<file path="config.mk">
export PLATFORM = sky130hd
export DESIGN_NAME = uart_fifo_bridge
export DESIGN_NICKNAME = d
export VERILOG_FILES = /design/src/rtl/uart_fifo_bridge.sv
export SDC_FILE = /design/constraint.sdc
export NUM_CORES = 1
export LEC_CHECK = 0
export BUFFER_PORTS_ARGS = -buffer_cell sky130_fd_sc_hd__buf_2
export CORE_MARGIN = 2
export CORE_UTILIZATION = 56
export CTS_CLUSTER_SIZE = 16
export DETAILED_ROUTE_END_ITERATION = 8
export PLACE_DENSITY_LB_ADDON = 0.12
export REMOVE_ABC_BUFFERS = 1
export SYNTH_ARGS = -nofsm -noshare
export SYNTH_HDL_FRONTEND = slang
export SYNTH_SLANG_ARGS = --single-unit
</file>
<file path="constraint.sdc">
create_clock -name clk_50M -period 4.08 [get_ports clk_50M]
set_clock_uncertainty 0.15 [all_clocks]
set_input_delay 1.02 -clock clk_50M [delete_from_list [all_inputs] [get_ports clk_50M]]
set_output_delay 1.02 -clock clk_50M [all_outputs]
set_load 0.03 [all_outputs]
</file>
<file path="src/rtl/uart_fifo_bridge.sv">
`timescale 1ns/1ps
// uart_fifo_bridge: RX and TX byte FIFOs sitting between the CPU-side serial
// address decoder and the async_receiver / async_transmitter pair. Received
// bytes are captured on the receiver's ready flag and acknowledged with a
// one-cycle clear pulse; queued bytes are fed to the transmitter through a
// start/busy handshake FSM with an anti-deadlock timeout.
module uart_fifo_bridge #(
  parameter int unsigned DEPTH = 16,
  parameter int unsigned AW    = 4
) (
  input  logic       clk_50M,
  input  logic       rst,
  input  logic       rd_req_i,
  input  logic       wr_req_i,
  input  logic [7:0] wr_data_i,
  input  logic       stat_rd_i,
  output logic [7:0] rd_data_o,
  output logic [2:0] status_o,
  input  logic       rx_ready_i,
  input  logic [7:0] rx_data_i,
  output logic       rx_clear_o,
  input  logic       tx_busy_i,
  output logic       tx_start_o,
  output logic [7:0] tx_data_o
);

  localparam logic [AW:0] FULL_CNT = (AW+1)'(DEPTH);

  typedef enum logic [1:0] {
    IDLE,
    START,
    WAIT_BUSY,
    WAIT_DONE
  } tx_state_t;

  // ---------------------------------------------------------------------------
  // RX side
  // ---------------------------------------------------------------------------
  logic [7:0]    rx_mem [DEPTH];
  logic [AW-1:0] rx_wr_ptr;
  logic [AW-1:0] rx_rd_ptr;
  logic [AW:0]   rx_count;
  logic          rx_clear;
  logic          overrun;

  logic          rx_empty;
  logic          rx_full;
  logic          capture;
  logic          rx_pop;
  logic          rx_push;
  logic          ovr_set;

  // RX handshake decode: capture only when no clear pulse is in flight, so a
  // slowly falling ready flag is never taken twice.
  always_comb begin
    rx_empty = (rx_count == '0);
    rx_full  = (rx_count == FULL_CNT);
    capture  = rx_ready_i & ~rx_clear;
    rx_pop   = rd_req_i & ~rx_empty;
    // A pop in the same cycle frees the slot the new byte needs.
    rx_push  = capture & (~rx_full | rx_pop);
    ovr_set  = capture & rx_full & ~rx_pop;
  end

  // RX storage array; contents are don't-care once the pointers are reset.
  always_ff @(posedge clk_50M) begin
    if (!rst && rx_push) begin
      rx_mem[rx_wr_ptr] <= rx_data_i;
    end
  end

  // RX pointers, occupancy, clear pulse and sticky overrun flag.
  always_ff @(posedge clk_50M) begin
    if (rst) begin
      rx_wr_ptr <= '0;
      rx_rd_ptr <= '0;
      rx_count  <= '0;
      rx_clear  <= 1'b0;
      overrun   <= 1'b0;
    end else begin
      if (rx_push) begin
        rx_wr_ptr <= rx_wr_ptr + 1'b1;
      end
      if (rx_pop) begin
        rx_rd_ptr <= rx_rd_ptr + 1'b1;
      end
      case ({rx_push, rx_pop})
        2'b10:   rx_count <= rx_count + 1'b1;
        2'b01:   rx_count <= rx_count - 1'b1;
        default: rx_count <= rx_count;
      endcase
      rx_clear <= capture;
      // New overrun beats a simultaneous status read.
      if (ovr_set) begin
        overrun <= 1'b1;
      end else if (stat_rd_i) begin
        overrun <= 1'b0;
      end
    end
  end

  // ---------------------------------------------------------------------------
  // TX side
  // ---------------------------------------------------------------------------
  logic [7:0]    tx_mem [DEPTH];
  logic [AW-1:0] tx_wr_ptr;
  logic [AW-1:0] tx_rd_ptr;
  logic [AW:0]   tx_count;
  logic [7:0]    tx_hold;

  tx_state_t     state;
  tx_state_t     state_next;
  logic [1:0]    wait_cnt;
  logic [1:0]    wait_cnt_next;
  logic          load_data;

  logic          tx_empty;
  logic          tx_full;
  logic          tx_pop;
  logic          tx_push;

  // TX FIFO decode; the FSM removes the head exactly in its START cycle.
  always_comb begin
    tx_empty = (tx_count == '0);
    tx_full  = (tx_count == FULL_CNT);
    tx_pop   = (state == START);
    tx_push  = wr_req_i & (~tx_full | tx_pop);
  end

  // TX storage array.
  always_ff @(posedge clk_50M) begin
    if (!rst && tx_push) begin
      tx_mem[tx_wr_ptr] <= wr_data_i;
    end
  end

  // TX pointers and occupancy.
  always_ff @(posedge clk_50M) begin
    if (rst) begin
      tx_wr_ptr <= '0;
      tx_rd_ptr <= '0;
      tx_count  <= '0;
    end else begin
      if (tx_push) begin
        tx_wr_ptr <= tx_wr_ptr + 1'b1;
      end
      if (tx_pop) begin
        tx_rd_ptr <= tx_rd_ptr + 1'b1;
      end
      case ({tx_push, tx_pop})
        2'b10:   tx_count <= tx_count + 1'b1;
        2'b01:   tx_count <= tx_count - 1'b1;
        default: tx_count <= tx_count;
      endcase
    end
  end

  // TX handshake state, timeout counter and the byte presented to the
  // transmitter. The head is latched on the IDLE->START transition so it is
  // already valid during the START cycle, and is held until the next start.
  always_ff @(posedge clk_50M) begin
    if (rst) begin
      state    <= IDLE;
      wait_cnt <= '0;
      tx_hold  <= '0;
    end else begin
      state    <= state_next;
      wait_cnt <= wait_cnt_next;
      if (load_data) begin
        tx_hold <= tx_mem[tx_rd_ptr];
      end
    end
  end

  // TX handshake next-state logic.
  always_comb begin
    state_next    = state;
    wait_cnt_next = wait_cnt;
    load_data     = 1'b0;
    case (state)
      IDLE: begin
        if (!tx_empty) begin
          state_next = START;
          load_data  = 1'b1;
        end
      end
      START: begin
        state_next    = WAIT_BUSY;
        wait_cnt_next = '0;
      end
      WAIT_BUSY: begin
        // Give up waiting for busy after four cycles so a silent transmitter
        // cannot wedge the queue.
        if (tx_busy_i || (wait_cnt == 2'd3)) begin
          state_next = WAIT_DONE;
        end else begin
          wait_cnt_next = wait_cnt + 2'd1;
        end
      end
      WAIT_DONE: begin
        if (!tx_busy_i) begin
          state_next = IDLE;
        end
      end
      default: state_next = IDLE;
    endcase
  end

  // ---------------------------------------------------------------------------
  // Outputs: all derived from registered state only.
  // ---------------------------------------------------------------------------
  always_comb begin
    rd_data_o  = rx_empty ? 8'h00 : rx_mem[rx_rd_ptr];
    status_o   = {overrun, ~rx_empty, ~tx_full};
    rx_clear_o = rx_clear;
    tx_start_o = (state == START);
    tx_data_o  = tx_hold;
  end

endmodule

</file>
; After elaboration in Yosys (flattened, before gate mapping)
; Memory sizes are Yosys's and may differ from the RTL's. A register that Yosys moved wholly into a read port is not among the register bits.
; Cells that the tools add are included.
[word_totals]
ff_bits = 32
latchBits = 0
ram_bits = 256
romBits = 0
in_bits = 23
elab_cells = 80
memories = 2
[memory_table]
columns = name, depth, width, rd, rd_clocked_by_memory_dff, wr, line_no
row1 = rx_mem, 16, 8, 1, 1, 1, 39  ; logic [7:0] rx_mem [DEPTH];
row2 = tx_mem, 16, 8, 1, 1, 1, 105  ; logic [7:0] tx_mem [DEPTH];
[op_classes]
addsub = 9
multipliers = 0
div_mod_pow = 0
magnitude_cmp = 0
n_eq_ne = 14
shifts = 0
muxes = 19
bitwise_logic = 13
reduce_logical = 13
[op_table]
columns = op, n
row1 = 5-bit case mux with 2 select lines, 2
row2 = "4-bit by 1-bit adder with 4-bit output, second input constant", 4
row3 = "5-bit by 1-bit adder with 5-bit output, second input constant", 2
row4 = "2-bit equality test, second input constant", 5
row5 = "5-bit equality test, second input constant", 2
row6 = 5-bit zero test, 2
row7 = "5-bit by 1-bit subtractor with 5-bit output, second input constant", 2
row8 = 1-bit two-way mux, 8
row9 = 2-bit two-way mux, 4
row10 = 4-bit two-way mux, 2
row11 = 8-bit two-way mux, 1
row12 = "2-bit inequality test, second input constant", 4
row13 = 2-bit case mux with 4 select lines, 1
row14 = 2-bit nonzero test, 4
row15 = 1-bit bitwise AND, 6
row16 = "2-bit by 1-bit equality test with 1-bit output, second input constant", 3
row17 = 1-bit NOT, 5
row18 = 2-bit case mux with 2 select lines, 1
row19 = 3-bit AND reduction, 1
row20 = "2-bit by 1-bit adder with 2-bit output, second input constant", 1
row21 = 1-bit logical AND, 2
row22 = 2-bit zero test, 1
row23 = 1-bit bitwise OR, 2
row24 = 2-bit AND reduction, 1
row25 = 2 further kinds, 2

; Longest topological paths before layout
[logic_depth]
ltp_word = 8
mapped_depth = 12
ltp_nobuf = 11

; Worst setup path before layout
; Ideal clock, no wire load.
[synth_path]
kind = input to register
startpoint = input rd_req_i
endpoint = memory rx_mem[3][0], enable pin
setup_ns = 0.383
arrival_ns = 2.544
t_required_ns = 3.547
setup_slack_ns = 1.002
path_stages = 6
n_path_buf = 1
path_cell_list = clkbuf_1 -> inv_1 -> and3_1 -> nor3_1 -> nand2_1 -> nor3_1
[synth_via]
elab_chain_len = 6
[synth_lines]
columns = element, line_no
row1 = "start, declared", 13  ; input logic rd_req_i,
row2 = 1-bit bitwise AND, 59  ; rx_pop = rd_req_i & ~rx_empty;
row3 = 1-bit bitwise OR, 61  ; rx_push = capture & (~rx_full | rx_pop);
row4 = 1-bit bitwise AND, 61
row5 = 1-bit logical AND, 67  ; if (!rst && rx_push) begin
row6 = 1-bit two-way mux, 67
row7 = 1-bit two-way mux (implied by the code), 68  ; rx_mem[rx_wr_ptr] <= rx_data_i;
row8 = "end, declared", 39
; No other way between the ends.

==> results.cfg <==
[logic_synthesis]
synth_top_family_by_area = multiplexers
synth_area_per_cell_sq_um = 17.95
ys_top_cells_by_count = edfxtp_1 (256), nor2_1 (67), mux4_2 (64)
synth_edf_count = 256
yosysSeqAreaShare = 0.7084
syn_area_sq_um = 12100
synthArstFlopShare = 0
synthXorXnorAreaFrac = 0.01231
yosys.area_share.simple = 0.05503
syn_inst = 674
synth.area.top_cells = edfxtp_1 (64%), mux4_2 (12%), dfxtp_1 (7.3%), mux2i_1 (3.1%), nor2_1 (2.1%)
synth.area.mux_share = 0.1543
ys_seq_elements = 300
synth_most_common_cell = edfxtp_1
yosys_warnings = 0
synth_top_area_frac = 0.6356
yosysUniqueCellTypes = 54
synth_compound_area_frac = 0.02783
yosys.area_share.adder = 0.02234
synth_ff_type = edfxtp_1
yosysTopAreaCell = edfxtp_1

[cts]
cts.path.max_buffers = 3
ctsRootBufferMaster = clkbuf_16
cts.repair.resized = 0
clk_latency_ns = 0.53
clk_pin_slew_worst_paths_ns = 0.06
htreeDepth = 1
cts_buffers = 29
holdBufCountCts = 0
post-cts-setup-buffer-count = 0
clock_sink_count = 300
cts_tree = built

[route]
first_pass_iters = 5
drcViolationCount = 0
top_layer_used = met4
drt_iter0_drc = 485
drt-wirelength-per-cell_microns = 21.98
drtAntennaViolNets = 0
route.met3.wl_microns = 1014
wl_met1_microns = 9576
wl_met2_microns = 11820
drt_wl_total_microns = 22730
vias_per_cell = 5.814
vias = 6012

[finish]
diodes = 0
nNetsFinal = 780
finalCoreUtilization = 0.6439
multiInputGateArea_sq_um = 3288
area_growth_pct = 12.27
regArea_sq_um = 8571
fill_cells = 1449
final_cells = 1034
fin_area_sq_um = 13580
final_layout_size_suffix_gt1_frac = 0.2451

[floorplan]
die_area_sq_um = 22790
rows = 53
die_w_microns = 151.0
ios = 44
die_y_microns = 151.0
core_area_sq_um = 21090
initial_core_util = 0.5736

[placement]
place_congestion = 0.8527
place_inst = 980
dpl_cell_area_sq_um = 12670
preCtsSetupSlack_ns = 0.8252
io_buffers = 43
dpl.hpwl_microns = 15310

[grt]
grt_use_total = 0.2083
antenna_found_initial = 0
grt_pass1_vias = 6193
grt_max_degree = 47
grt_pass1_wl_microns = 35650
gr-total-overflow = 0

[sta]
fmax_ghz = 0.2776
rsz0062_at_grt = false
fin_ws_ns = 0.4772
setup_tns_ns = 0
period_minus_slack_ns = 3.603
slew_violations = 0
max_slew.worst_pin.slew_ns = 0.8856
period_share = 0.8830
slew_headroom = 0.4088
setup_violations = 0
hold_viol_final = 0

[setup_path]
endpoint_kind = output port
crit_path_max_fanout = 19
crit_required_ns = 2.91
cp_data_arrival_time_ns = 2.43
start_kind = register
worst-setup-path-type = register to output port

[pwr]
cellLeakagePower_uw = 0.004470
ir_worst_vdd_mv = 0.3971
power_density_nw_per_um2 = 586.3

[worst_hold_path]
worstHoldPathType = register to register

[outcome]
status = finished, final reports clean

[flow_run]
max_cap_viol_count = 0
[final timing paths]
check	from	to	slack, ns	cells past startpoint
worst min-delay path	overrun	overrun	0.35	2
worst max-delay path	register	rd_data_o[1]	0.48	5
worst max register to register	state[1]	tx_count[4]	0.93	11
worst min register to register	overrun	overrun	0.35	2
[report_power, final]
part / internal [uW] / switching, uW / total [uW]
Clock: 1500 / 1080 / 2570
Sequential: 3470 / 167 / 3630
Combinational: 739 / 1010 / 1750
Total: 5700 / 2260 / 7960
[cell usage in the layout (no fill, tap or decap), drive strengths merged, types with 9 or more instances in the layout]
cell	n
clkbuf	38
edfxtp	256
mux4	64
inv	20
buf	67
nand3b	10
mux2i	38
ha	20
dfxtp	44
xnor2	9
nor2	68
clkinv	11
nand2	15
[worst max-delay path, cell delays in order (launching register included)]
cell and delay, ns:
dfxtp_2 0.36, buf_4 0.35, mux4_2 0.54, mux2i_1 0.30
o22ai_1 0.14, buf_2 0.20
[through the flow]
stage,hold WS (ns),power (uW)
4_1_cts,0.3502,8039
3_3_place_gp,0.3282,5403
3_5_place_dp,0.3338,5463
2_1_floorplan,0.3276,4944
6_report,0.3498,7962
5_1_grt,0.3995,8312
[final cells by class]
cell class	count	share of cell area
sequential	300	0.6312
multi-input combinational	320	0.2421
clock buffer	38	0.05593
timing repair buffer	67	0.02912
tap	275	0.02534
clock inverter	16	0.01133
inverter	18	0.004976
[cell families (layout without fill, tap and decap cells)]
family | count (synthesis) | count (layout)
multiplexers | 106 | 106
AND/OR/NAND/NOR | 132 | 132
buffers and inverters | 54 | 139
flip-flops | 300 | 300
XOR/XNOR | 17 | 17
adder cells (fa/ha/maj) | 21 | 21
AO/OA/AOI/OAI | 44 | 44
[state kept, by name, indices dropped and copies added, names as in the netlist, 2 cells and up, named ones only]
| signal | cells |
|---|---|
| rx_count | 5 |
| rx_mem | 128 |
| tx_mem | 128 |
| rx_wr_ptr | 4 |
| wait_cnt | 2 |
| tx_data_o | 8 |
| tx_rd_ptr | 4 |
| tx_count | 5 |
| state | 2 |
| tx_wr_ptr | 4 |
| rx_rd_ptr | 4 |
[metal layers]
metal	track usage	vias up
met5	0	-
met4	0.04720	0
met3	0.02952	26
met2	0.3673	161
met1	0.2789	3057
li1	-	2768
(Power assumes the default switching activity.)
